**src/rtl/fsm_down_step.sv**
```systemverilog
// fsm_down_step: synchronised rising-edge down counter with wrap borrow, preload and zero flag; define FSM_DOWN_REPEAT_EN for hold-to-repeat stepping
module fsm_down_step #(
   parameter int WIDTH = 2,
   parameter int MAX_VAL = 3,
   parameter int SYNC_STAGES = 2,
   parameter int REPEAT_CYCLES = 8
) (
   input  logic             clk,
   input  logic             rst,
   input  logic             in,
   input  logic             load,
   input  logic [WIDTH-1:0] load_val,
   output logic [WIDTH-1:0] out,
   output logic             borrow,
   output logic             zero
);
   typedef enum logic {ARMED, HELD} state_t;
   localparam logic [WIDTH-1:0] MAX = WIDTH'(MAX_VAL);
   state_t state;
   logic [SYNC_STAGES-1:0] sync_q;
   logic sync_in, step, rpt_hit;
   logic [WIDTH-1:0] nxt, ld_val;
   assign sync_in = sync_q[SYNC_STAGES-1];
   assign ld_val = load_val > MAX ? MAX : load_val;
`ifdef FSM_DOWN_REPEAT_EN
   localparam int RW = $clog2(REPEAT_CYCLES + 1);
   localparam logic [RW-1:0] RPT_LAST = RW'(REPEAT_CYCLES - 1);
   logic [RW-1:0] rpt_cnt;
   assign rpt_hit = state == HELD && sync_in && rpt_cnt == RPT_LAST;
`else
   assign rpt_hit = 1'b0;
`endif
   // metastability chain for the asynchronous step request
   always_ff @(posedge clk or posedge rst) begin
      if (rst) sync_q <= '0;
      else sync_q <= {sync_q[SYNC_STAGES-2:0], in};
   end
   // step on the synchronised rising edge (or repeat tick), then next count with load taking priority
   always_comb begin
      step = (state == ARMED && sync_in) || rpt_hit;
      nxt = load ? ld_val : step ? (out == '0 ? MAX : out - 1'b1) : out;
   end
   // edge FSM, repeat counter and registered count outputs
   always_ff @(posedge clk or posedge rst) begin
      if (rst) begin
         state  <= ARMED;
         out    <= '0;
         borrow <= 1'b0;
         zero   <= 1'b1;
`ifdef FSM_DOWN_REPEAT_EN
         rpt_cnt <= '0;
`endif
      end else begin
         state  <= sync_in ? HELD : ARMED;
         out    <= nxt;
         borrow <= !load && step && out == '0;
         zero   <= nxt == '0;
`ifdef FSM_DOWN_REPEAT_EN
         rpt_cnt <= (load || rpt_hit || !(state == HELD && sync_in)) ? '0 : rpt_cnt + 1'b1;
`endif
      end
   end
endmodule

```
**config.mk**
```make
export PLATFORM = sky130hd
export DESIGN_NAME = fsm_down_step
export DESIGN_NICKNAME = d
export VERILOG_FILES = /design/src/rtl/fsm_down_step.sv
export SDC_FILE = /design/constraint.sdc
export NUM_CORES = 1
export LEC_CHECK = 0
export ABC_AREA = 1
export ABC_CLOCK_PERIOD_IN_PS = 1200
export CAP_MARGIN = 20
export CORE_AREA = 2 2 39 41
export CTS_BUF_LIST = sky130_fd_sc_hd__clkbuf_16
export CTS_CLUSTER_SIZE = 8
export DETAILED_ROUTE_END_ITERATION = 16
export DIE_AREA = 0 0 41 43
export GPL_TIMING_DRIVEN = 0
export PLACE_DENSITY_LB_ADDON = 0.12
export SLEW_MARGIN = 0
export SYNTH_ARGS = -nofsm -noshare
export SYNTH_HDL_FRONTEND = slang
export SYNTH_SLANG_ARGS = --single-unit
```
**constraint.sdc**
```tcl
create_clock -name clk -period 1.2 [get_ports clk]
set_input_delay 0.24 -clock clk [delete_from_list [all_inputs] [get_ports clk]]
set_output_delay 0.24 -clock clk [all_outputs]
set_load 0.02 [all_outputs]
```
==> reports/metrics.cfg, run 1 <==
[route]
wl_per_cell_um = 9.03
drt_iter0_drc = 1
viasPerCell = 3.87
drt_wl_total_um = 551
drc = 0
ant_nets = 0
drt-pass1-iter-count = 2
vias = 236

[worst_setup_path]
path_max_fanout = 4
crit_path_max_incr_delay_ns = 0.39
cp.required_ns = 0.96
crit_chain = clkdlybuf4s15_1
startpoint_type = register
cp_slowest_cell = dfrtp_1
path_class = reg -> out
end_kind = output pin
crit_arrival_ns = 0.92
crit_family = flip-flops
path_buf_inv = 1

[sta]
tns_ns = 0
fmax_mhz = 864
period_needed_ns = 1.16
rsz0062_at_grt = no
fin_crit_sh_pct = 96.5
hold_viol = 0
slew_headroom_pct = 82.7
final_max_slew_viol_count = 0
setup_viol = 0
finClkSkew_ns = 0.00175
worst_slew_pin_slew_ns = 0.260

[cts]
cts_num_sinks = 7
numCtsBuffers = 3
cts_root_buf = clkbuf_16
clk_pin_slew_ns = 0.04
h-tree-depth = 1
cts_tree = yes
clk_latency_ns = 0.23
clock_tree.buffer_depth = 2

[place]
hpwlAfterDp_um = 384
gp_congestion = 0.618
port_buffers = 9
placed_area_um2 = 407

[power_and_ir_drop]
p_comb_share_pct = 11.4
p_total_uw = 947
p_clk_share_pct = 60.3
seq_power_share_pct = 28.3
power_density_nw_per_um2 = 1930
ir_drop_v = 0.000722
p_sw_share_pct = 21.3
p_leak_nw = 0.251
p_sw_uw = 202
p_int_uw = 745

[finish]
diodes = 0
drive_gt1_share_pct = 28.9
fillers = 150
syn_to_final_growth_pct = 65.4
fin_nets = 53
design_area_um2 = 490

[floorplanning]
rows = 14
die_h_um = 43
die_w_um = 41
dieArea_um2 = 1760
start_util_pct = 21.4
core_um2 = 1380
io_pins = 10

[global_routing]
antenna_found_initial = 0
track_usage_pct = 9.83
grt_pass1_vias = 216
grt_start_max_net_pins = 8
grt-ovfl-total = 0
grt_pass1_wl_um = 952

[synthesis]
seq_area_frac_synth_pct = 59.5
synthCells = 31
ys_ff_latch = 7
syn_area_um2 = 297
ys_types = 12
syn_nets = 38
syn_avg_cell_area_um2 = 9.57
yosys_warnings = 0

[status]
status = complete, no violations

[worst_hold_path]
min_path_type = in -> async

[flow_run]
cap_viol_max_count = 0

cells by family after synthesis:
| kind of cell | Yosys count | share of synthesized area (%) |
|---|---|---|
| fa+ha+maj | 1 | 4.22 |
| simple gates | 16 | 25.7 |
| flops | 7 | 59.5 |
| buf+inv | 7 | 10.5 |
sequential cells by signal, indices dropped and copies added (netlist names):
register / count
sync_q: 2
zero: 1
out: 2
state: 1
borrow: 1
layout by cell type, fill, tap and decap left out, types with 2 or more instances in the layout:
cell / instances
nand2_2: 2
nand2_1: 9
clkdlybuf4s15_1: 2
inv_1: 6
clkdlybuf4s50_1: 5
clkbuf_16: 3
dfrtp_1: 6
cell usage after synthesis:
| master | n | area [um2] |
|---|---|---|
| nand2_1 | 9 | 33.8 |
| nand3_1 | 1 | 5.00 |
| inv_6 | 1 | 8.76 |
| dfrtp_1 | 6 | 150 |
| nand2_2 | 2 | 12.5 |
| nor3_1 | 1 | 5.00 |
| ha_1 | 1 | 12.5 |
| inv_1 | 6 | 22.5 |
| dfstp_2 | 1 | 26.3 |
| nand3_2 | 1 | 10.0 |
| nor2_1 | 1 | 3.75 |
| nor2_2 | 1 | 6.26 |
layout make-up:
class	instances	area, um2	area share (%)
Tap cell	16	20.0	4.08
Sequential cell	7	176	36.0
Multi-Input combinational cell	17	91.3	18.6
Clock inverter	1	5.00	1.02
Timing Repair Buffer	10	91.3	18.6
Clock buffer	3	75.1	15.3
Inverter	7	31.3	6.38
per-layer routing:
metal	part of all wire (%)	vias up	GRT usage, %
met5	0	-	0
met4	6.2	0	12.0
met3	7.8	4	7.85
met2	44	8	10.3
met1	41	103	10.3
li1	-	121	-
power by group through the flow:
stage	Combinational (mW)	Clock [mW]	Sequential, mW
floorplan	0.0447	0	0.285
global placement	0.111	0	0.270
detailed placement	0.112	0	0.269
CTS	0.103	0.580	0.267
global route	0.122	0.609	0.270
finish	0.108	0.571	0.268
stage by stage:
stage | util [%] | hold WS [ns] | std cells | setup slack (ns)
2_1_floorplan | - | 0.0427 | 31 | 0.0479
3_3_place_gp | 29.4 | 0.333 | 56 | -0.133
3_5_place_dp | 29.4 | 0.340 | 56 | -0.118
4_1_cts | 34.5 | 0.253 | 60 | 0.00723
5_1_grt | 35.4 | 0.286 | 61 | 0.00816
6_report | 35.4 | 0.234 | 61 | 0.0422
timing repair:
| action | 4_1_cts | 5_1_grt |
|---|---|---|
| buffers inserted | 0 | 1 |
| gates resized for setup | 7 | 3 |
| endpoints found under the setup margin | 4 | 3 |
| pin swaps | 0 | 2 |
| hold buffers | 0 | 0 |
| hold endpoints to repair | 0 | 0 |
worst paths after layout:
kind	from	to	slack, ns	cells past startpoint
min	rst	sync_q[0]	0.23	2
min reg2reg	sync_q[0]	sync_q[1]	0.35	0
max in group asynchronous	rst	zero	0.70	2
max	out[0]	out[0]	0.04	1
max reg2reg	out[0]	zero	0.09	6
min in group clk	sync_q[0]	sync_q[1]	0.35	0
No activity file was read; power rests on OpenSTA's default activity.
==> run 2, diff against run 1 <==
--- a/config.mk
+++ b/config.mk
@@ -6,7 +6,7 @@
 export NUM_CORES = 1
 export LEC_CHECK = 0
 export ABC_AREA = 1
-export ABC_CLOCK_PERIOD_IN_PS = 1200
+export ABC_CLOCK_PERIOD_IN_PS = 1310
 export CAP_MARGIN = 20
 export CORE_AREA = 2 2 39 41
 export CTS_BUF_LIST = sky130_fd_sc_hd__clkbuf_16
==> constraint.sdc (replaced) <==
create_clock -name clk -period 1.31 [get_ports clk]
set_input_delay 0.262 -clock clk [delete_from_list [all_inputs] [get_ports clk]]
set_output_delay 0.262 -clock clk [all_outputs]
set_load 0.02 [all_outputs]
==> run 2 against run 1 <==
  * Sequential share of layout area increased by 0.94 points
  * Non-clock buffer count is 1 lower
  * Worst setup slack gained 0.057 ns
  * Core utilization decreased by 0.90 points
  * Die area is the same
  * Clock power is 8.4% lower
  * Final area is 2.6% lower
  * Global-route usage unchanged
  * Clock skew hardly changed
  * Sequential cell count is the same
==> reports/metrics.cfg, run 2 (synthesis gave the netlist of run 1 again) <==
[status]
status = complete, no violations

[floorplanning]
start_util_pct = 21.4
io_pins = 10
dieArea_um2 = 1760
die_h_um = 43
core_um2 = 1380
rows = 14
die_w_um = 41

[route]
vias = 230
drc = 0
viasPerCell = 3.83
drt-pass1-iter-count = 2
ant_nets = 0
drt_wl_total_um = 535
drt_iter0_drc = 1
wl_per_cell_um = 8.92

[worst_hold_path]
min_path_type = in -> async

[worst_setup_path]
crit_chain = dlygate4sd2_1
crit_path_max_incr_delay_ns = 0.39
reg2reg_from = out[0]
crit_arrival_ns = 0.95
end_kind = output pin
reg2reg_slack_ns = 0.24
cp.required_ns = 1.05
cp_slowest_cell = dfrtp_1
startpoint_type = register
path_class = reg -> out
crit_path_start = out[0]
path_max_fanout = 4
crit_family = flip-flops
path_buf_inv = 1

[cts]
h-tree-depth = 1
numCtsBuffers = 3
clk_pin_slew_ns = 0.04
cts_tree = yes
cts_num_sinks = 7
hold_buffers = 0
clk_latency_ns = 0.23
cts_root_buf = clkbuf_16
clock_tree.buffer_depth = 2

[finish]
syn_to_final_growth_pct = 61.2
final_common_cell = nand2_1
ff_latch_area_um2 = 176
design_area_um2 = 478
multi_input_area_um2 = 88.8
reg_top3 = out (2), sync_q (2)
drive_gt1_share_pct = 25.0
final_cell_mix = 9 x nand2_1, 6 x inv_1, 6 x dfrtp_1
fillers = 153
fin_nets = 52
diodes = 0
utilization_pct = 34.5

[sta]
hold_viol = 0
period_needed_ns = 1.21
slew_headroom_pct = 82.7
fmax_mhz = 826
final_max_slew_viol_count = 0
setup_viol = 0
fin_crit_sh_pct = 92.5
worst_slew_pin_slew_ns = 0.260
finClkSkew_ns = 0.00175
rsz0062_at_grt = no
fin_ws_ns = 0.0988
tns_ns = 0

[place]
port_buffers = 9
placed_area_um2 = 407
gp_congestion = 0.618
hpwlAfterDp_um = 384
dpl_worst_slack_ns = -0.0298

[power_and_ir_drop]
ir_drop_v = 0.000661
power_density_nw_per_um2 = 1800
p_total_uw = 859
p_leak_nw = 0.250
p_sw_share_pct = 21.3
p_clk_share_pct = 60.9
p_comb_share_pct = 10.6
p_int_uw = 676
seq_power_share_pct = 28.5
p_sw_uw = 183

[global_routing]
track_usage_pct = 9.83
grt_pass1_vias = 216
grt-ovfl-total = 0
grt_start_max_net_pins = 8
antenna_found_initial = 0
grt_pass1_wl_um = 952

[flow_run]
cap_viol_max_count = 0

==> run 2: cell types whose count changed in the layout (fill, tap and decap cells not counted) <==
| cell | before | now |
|---|---|---|
| clkdlybuf4s15_1 | 2 | 0 |
| buf_2 | 1 | 0 |
| buf_4 | 1 | 0 |
| dlygate4sd2_1 | 1 | 3 |
| ha_2 | 1 | 0 |
| clkbuf_2 | 0 | 1 |
| ha_1 | 0 | 1 |
==> run 2: cell type report <==
type / count / share of cell area (%)
flip-flops and latches: 7 / 36.9
multi-input cells: 17 / 18.6
repair buffers: 9 / 17.0
clock buffers: 3 / 15.7
inverters: 7 / 6.54
well taps: 16 / 4.19
clock inverters: 1 / 1.05
==> run 2: final timing paths <==
path | to | cells after the start
worst min register to register | sync_q[1] | 0
worst max-delay path | out[0] | 1
min in group clk | sync_q[1] | 0
worst min-delay path | sync_q[0] | 2
max in group asynchronous | zero | 2
worst max register to register | zero | 9
==> run 2: repair_timing <==
action | in CTS | in global routing
buffers inserted | 0 | 0
cloned | 0 | 0
resized for setup | 5 | 1
pin swaps | 0 | 0
endpoints found under the setup margin | 4 | 1
==> run 2: per-layer routing <==
metal | part of all wire, % | global-route usage, %
met5 | 0 | 0
met3 | 8.2 | 7.85
met4 | 6.4 | 12.0
met2 | 45 | 10.3
met1 | 40 | 10.3
==> run 2: power groups by stage <==
stage / sequential [mW] / combinational (mW) / clock [mW]
3_5_place_dp: 0.247 / 0.102 / 0
5_1_grt: 0.247 / 0.103 / 0.558
4_1_cts: 0.245 / 0.0961 / 0.531
2_1_floorplan: 0.261 / 0.0410 / 0
6_report: 0.245 / 0.0910 / 0.523
3_3_place_gp: 0.247 / 0.102 / 0
==> run 2: stage by stage <==
stage,std cells,hold slack [ns]
2_1_floorplan,31,0.0647
3_3_place_gp,56,0.333
3_5_place_dp,56,0.340
4_1_cts,60,0.275
5_1_grt,60,0.308
6_report,60,0.256
